===== src/rtl/alu_arbiter.sv =====
`default_nettype none
// ============================================================================
// Module      : alu_arbiter
// Description : Round-robin sharing of one combinational ALU between two
//               valid/ready requesters, with a registered valid/ready response.
// Revision    : 1.0 - initial release
// ============================================================================

module alu_arbiter #(
    parameter int DATA_W = 32,
    parameter int SEL_W  = 3
) (
    input  logic              clk,
    input  logic              rst_n,

    input  logic              req0_valid,
    output logic              req0_ready,
    input  logic [DATA_W-1:0] req0_a,
    input  logic [DATA_W-1:0] req0_b,
    input  logic [SEL_W-1:0]  req0_sel,
    input  logic              req0_cin,

    input  logic              req1_valid,
    output logic              req1_ready,
    input  logic [DATA_W-1:0] req1_a,
    input  logic [DATA_W-1:0] req1_b,
    input  logic [SEL_W-1:0]  req1_sel,
    input  logic              req1_cin,

    output logic [DATA_W-1:0] alu_a,
    output logic [DATA_W-1:0] alu_b,
    output logic [SEL_W-1:0]  alu_sel,
    output logic              alu_cin,
    input  logic [DATA_W-1:0] alu_out,
    input  logic [3:0]        alu_stat,

    output logic              rsp_valid,
    input  logic              rsp_ready,
    output logic              rsp_id,
    output logic [DATA_W-1:0] rsp_out,
    output logic [3:0]        rsp_stat
);

    typedef enum logic [1:0] {
        S_IDLE = 2'd0,
        S_EXEC = 2'd1,
        S_RESP = 2'd2
    } state_t;

    state_t              state_q,      state_d;
    logic                last_grant_q, last_grant_d;
    logic [DATA_W-1:0]   a_q,          a_d;
    logic [DATA_W-1:0]   b_q,          b_d;
    logic [SEL_W-1:0]    sel_q,        sel_d;
    logic                cin_q,        cin_d;
    logic                rsp_valid_q,  rsp_valid_d;
    logic                rsp_id_q,     rsp_id_d;
    logic [DATA_W-1:0]   rsp_out_q,    rsp_out_d;
    logic [3:0]          rsp_stat_q,   rsp_stat_d;

    logic                w_grant0;
    logic                w_grant1;

    always_comb begin
        state_d      = state_q;
        last_grant_d = last_grant_q;
        a_d          = a_q;
        b_d          = b_q;
        sel_d        = sel_q;
        cin_d        = cin_q;
        rsp_valid_d  = rsp_valid_q;
        rsp_id_d     = rsp_id_q;
        rsp_out_d    = rsp_out_q;
        rsp_stat_d   = rsp_stat_q;
        w_grant0     = 1'b0;
        w_grant1     = 1'b0;

        case (state_q)
            S_IDLE: begin
                // On a tie the requester that was not served last wins.
                w_grant0 = req0_valid && (!req1_valid || last_grant_q);
                w_grant1 = req1_valid && (!req0_valid || !last_grant_q);
                if (w_grant0) begin
                    a_d          = req0_a;
                    b_d          = req0_b;
                    sel_d        = req0_sel;
                    cin_d        = req0_cin;
                    last_grant_d = 1'b0;
                    rsp_id_d     = 1'b0;
                    state_d      = S_EXEC;
                end else if (w_grant1) begin
                    a_d          = req1_a;
                    b_d          = req1_b;
                    sel_d        = req1_sel;
                    cin_d        = req1_cin;
                    last_grant_d = 1'b1;
                    rsp_id_d     = 1'b1;
                    state_d      = S_EXEC;
                end
            end
            S_EXEC: begin
                rsp_out_d   = alu_out;
                rsp_stat_d  = alu_stat;
                rsp_valid_d = 1'b1;
                state_d     = S_RESP;
            end
            S_RESP: begin
                if (rsp_ready) begin
                    rsp_valid_d = 1'b0;
                    state_d     = S_IDLE;
                end
            end
            default: begin
                state_d = S_IDLE;
            end
        endcase
    end

    always_ff @(posedge clk or negedge rst_n) begin
        if (!rst_n) begin
            state_q      <= S_IDLE;
            last_grant_q <= 1'b1;
            a_q          <= '0;
            b_q          <= '0;
            sel_q        <= '0;
            cin_q        <= 1'b0;
            rsp_valid_q  <= 1'b0;
            rsp_id_q     <= 1'b0;
            rsp_out_q    <= '0;
            rsp_stat_q   <= '0;
        end else begin
            state_q      <= state_d;
            last_grant_q <= last_grant_d;
            a_q          <= a_d;
            b_q          <= b_d;
            sel_q        <= sel_d;
            cin_q        <= cin_d;
            rsp_valid_q  <= rsp_valid_d;
            rsp_id_q     <= rsp_id_d;
            rsp_out_q    <= rsp_out_d;
            rsp_stat_q   <= rsp_stat_d;
        end
    end

    // Operand registers feed the ALU directly and keep their value after the op.
    assign alu_a      = a_q;
    assign alu_b      = b_q;
    assign alu_sel    = sel_q;
    assign alu_cin    = cin_q;

    assign req0_ready = w_grant0;
    assign req1_ready = w_grant1;

    assign rsp_valid  = rsp_valid_q;
    assign rsp_id     = rsp_id_q;
    assign rsp_out    = rsp_out_q;
    assign rsp_stat   = rsp_stat_q;

endmodule

`default_nettype wire

===== config.mk =====
export PLATFORM = sky130hd
export DESIGN_NAME = alu_arbiter
export DESIGN_NICKNAME = d
export VERILOG_FILES = /design/src/rtl/alu_arbiter.sv
export SDC_FILE = /design/constraint.sdc
export NUM_CORES = 1
export LEC_CHECK = 0
export ABC_AREA = 1
export BUFFER_PORTS_ARGS = -buffer_cell sky130_fd_sc_hd__buf_2
export CAP_MARGIN = 10
export CORE_ASPECT_RATIO = 0.5
export CORE_MARGIN = 2
export CORE_UTILIZATION = 35
export CTS_CLUSTER_DIAMETER = 80
export DETAILED_ROUTE_END_ITERATION = 16
export GPL_TIMING_DRIVEN = 0
export PLACE_DENSITY = 0.76
export SLEW_MARGIN = 20
export SYNTH_ARGS = -nofsm -noshare
export SYNTH_HDL_FRONTEND = slang
export SYNTH_SLANG_ARGS = --single-unit

===== constraint.sdc =====
create_clock -name clk -period 4.9 [get_ports clk]
set_clock_uncertainty 0.2 [all_clocks]
set_input_delay 0.49 -clock clk [delete_from_list [all_inputs] [get_ports clk]]
set_output_delay 0.49 -clock clk [all_outputs]
set_load 0.03 [all_outputs]

# Word-level counts from Yosys, hierarchy flattened
# Index checks and enable logic that the tools add are counted.
# W data, S select, Z words.
# word_totals
out_inout_bits,108
ff_bits,109
word_cells,45
input_bits,177
# classes
n_eq_ne,4
reduce_logical,13
n_mux,18
# op_table
op,count
$mux W32,4
$mux W1,7
$mux W2,3
$mux W3,2
$pmux W2 S3,1
$reduce_and A2 Y1,3
$reduce_bool A2 Y1,2
$logic_not A1 Y1,3
$ne A3 B3 Y1 const B,1
$eq A2 B1 Y1 const B,1
$eq A2 B2 Y1 const B,1
$logic_and A1 B1 Y1,2
$logic_not A2 Y1,1
$logic_or A1 B1 Y1,2
$ne A2 B2 Y1 const B,1
$pmux W1 S2,1

# Longest topological paths before layout
# depth
depth_word,6
depth_mapped,9
mapped_depth_nobuf,7

# Least setup slack after synthesis
# No wires, ideal clock.
# synth_timing
path_type,input-to-output
from,in req0_valid
to,out req1_ready
path_buffers,2
required_ps,4210
setup_slack_ps,2894
stages,5
arrival_time_ps,1316
path_cell_list,buf_2 nand2_1 nand3_2 clkbuf_1 inv_1
# synth_between
elab_chain_cells,4
# synth_rtl
element,line,text
from (decl),16,"input logic req0_valid,"
$logic_not A1 Y1,82,w_grant1 = req1_valid && (!req0_valid || !last_grant_q);
$logic_or A1 B1 Y1,82,
$logic_and A1 B1 Y1,82,
$mux W1,78,case (state_q)
to (decl),24,"output logic req1_ready,"
# Every way passes these cells.

# Worst setup path after layout
# layout_timing
from,reg state_q[1]
to,out req1_ready
# layout_between
elab_chain_cells,2
# layout_rtl
element,line,text
from (decl),50,"state_t state_q, state_d;"
from (signal assigned),132,state_q <= state_d;
$logic_not A2 Y1,78,
$mux W1,78,
# Every way passes these cells.

==> metrics <==
min-delay src alu_out[15]; drt wl/cell 14.0 µm; final net count 1169; relative slew slack 0.622; asr flop ratio synth 1.00; Core Box Area 0.0145 mm²; top_reg_cell synth dfrtp_1; CTS tree done; Critical Path Start Type flop; Clock Tree Buf Depth 2; post-synthesis compound-gate area fraction 0.00290; Crit Path Category reg2out; die width 176 µm; Yosys Warn Count 0; drt pass-1 iters 5; Post-route DRC 0; first-pass GRT wire length 26.3 mm; Mapped Area 0.00517 mm²; GPL Wtd Cong 0.965; most frequent cell after synthesis nand2_1; layout cell share with drive strength beyond 1 0.331; CP Data Required Time 4210 ps; I/O Pins 285; TritonCTS buffer count 9; Synth Instances 696; VDD IR-drop max 0.000291 V; Synth Register Bits 109; Routed WL 16.7 mm; Clock Tree Root clkbuf_16; Final setup viols 0; Synth Area per Inst 7.43 µm²; HP Class in2reg; critical path endpoint category primary output; Synth Area in Simple Gates 0.420; H-tree depth reported by CTS 3; Synth top cells by count nand2_1, nand3_1, dfrtp_1, clkbuf_1, buf_2; post-synthesis cell type count 15; Final Hold Fails 0; via count 5667; fraction of power spent switching nets 0.503; Seq/Total Area, Yosys 0.528; pin count of the biggest net entering global routing 79; Pleak 0.00436 µW; post-synthesis xor/xnor area fraction 0; DR vias/cell 4.74; Starting Density 0.357; adder-cell share of the synthesized area 0; Setup crit start state_q[1]; Logic pwr share 0.533; total negative slack 0 ps; clock share of power 0.151; Starting DRT DRC Count 314; total power 4950 µW; # resized after CTS 0; Die Y 89.9 µm; detailed placer's ending HPWL 12.8 mm; R2R Path Start last_grant_q; Max Freq 396 MHz; Multi-input gate area 0.00219 mm²; RSZ-0062 raised after global routing false; net switching power 2490 µW; Synth-to-Final Area Change 39.2%; placement row count 31; Flop pwr share 0.316; worst-margin pin slew 567 ps; critical path data arrival time 1840 ps; CTS Sinks 109; run status complete, no violations; ANT nets after route 0; IO Port Bufs 283; fin. max-slew vios 0; Tmin final 2530 ps; initial antenna violation count 0; clock-pin slew on the worst setup and hold paths 90 ps; Tot GR Track Use 0.207; Synthesized Nets 873; filler instances 1433; pwr dens 688 mW/mm²; Hold-fix buffers, CTS 1; Congestion Overflow GR 0; final period utilization 0.516; Post-CTS Setup Inserts 0; top cell type's share of synthesized area 0.523; n_diodes 0; Cell Int Power 2460 µW; MaxCap Viol Count 0; crit-path max FO 10; fraction of synthesized area in multiplexers 0; post-synth top area cell dfrtp_1; clk_lat worst skew 350 ps; Area contributors post-synth dfrtp_1, nand2_1, nand3_1; register area 0.00273 mm²; largest family of logic cells by synthesized area simple AND/OR/NAND/NOR gates; die area 0.0158 mm²; Post-synth EDFFs 0; vias in the first global route 5417
-- cell families after synthesis --
family	count (synthesis)
simple gates	528
flops	109
buf+inv	56
compound gates	3
-- layer usage --
layer	global-route usage	up-vias	routed length (µm)
met5	0	-	0
met4	0.0716	0	510
met3	0.0347	42	760
met2	0.356	179	8270
met1	0.266	2657	7140
li1	-	2789	-
-- registers in the layout (all words and copies together) (netlist names) --
name          cells
alu_a            32
alu_b            32
alu_cin           1
alu_sel           3
last_grant_q      1
rsp_id            1
rsp_out          32
rsp_stat          4
rsp_valid         1
state_q           2
-- path summary, 6_finish.rpt --
check | endpoint | slack [ps] | cells after the start
setup / recovery | req1_ready | 2370 | 5
hold / removal | rsp_out[15] | 130 | 3
setup reg to reg | alu_a[0] | 2930 | 9
hold reg to reg | rsp_out[11] | 270 | 2
max in group asynchronous | last_grant_q | 3420 | 3
min in group asynchronous | rsp_out[30] | 380 | 2
-- worst max-delay path: stages (launching register included) --
cell and delay [ps]:
dfrtp_1 430, nor2_1 210, nand3_2 240, clkbuf_1 300, inv_1 90, buf_2 210
-- power groups by stage --
stage | sequential, µW | combinational, µW | clock [µW]
6_report | 1560 | 2640 | 746
3_5_place_dp | 1570 | 2660 | 0
2_1_floorplan | 2390 | 969 | 0
3_3_place_gp | 1560 | 2610 | 0
4_1_cts | 1560 | 2660 | 768
5_1_grt | 1610 | 2880 | 798
-- layout by cell type (no fill, tap or decap) --
| master | instances |
|---|---|
| nor2_1 | 2 |
| dfstp_2 | 1 |
| dlygate4sd3_1 | 1 |
| buf_4 | 1 |
| buf_1 | 2 |
| buf_2 | 303 |
| nand3_1 | 137 |
| buf_16 | 1 |
| inv_2 | 1 |
| clkinv_8 | 4 |
| clkbuf_1 | 24 |
| dfrtp_1 | 108 |
| buf_6 | 3 |
| nand3_2 | 2 |
| nand2_2 | 2 |
| o21ai_0 | 3 |
| inv_1 | 5 |
| nand2_1 | 385 |
| inv_6 | 2 |
| clkbuf_16 | 9 |
| clkinv_4 | 1 |
-- metrics by stage --
stage	hold slack (ps)	worst slack, ps	cells	area, µm²	util
after detailed placement	196	2590	1178	6870	0.475
final	132	2370	1195	7190	0.497
after CTS	124	2310	1195	7190	0.497
after global routing	124	2210	1195	7190	0.497
after global placement	249	1880	1177	6830	0.472
after floorplan	-5.59	2890	696	5170	-
-- area by class of cell --
class,instances,share of cell area
flip-flops and latches,109,0.379
multi-input cells,531,0.304
repair buffers,285,0.203
well taps,198,0.0344
plain buffers,50,0.0323
clock buffers,9,0.0313
clock inverters,7,0.0127
inverters,6,0.00313
Note: power is estimated with default switching activity, not from simulation.
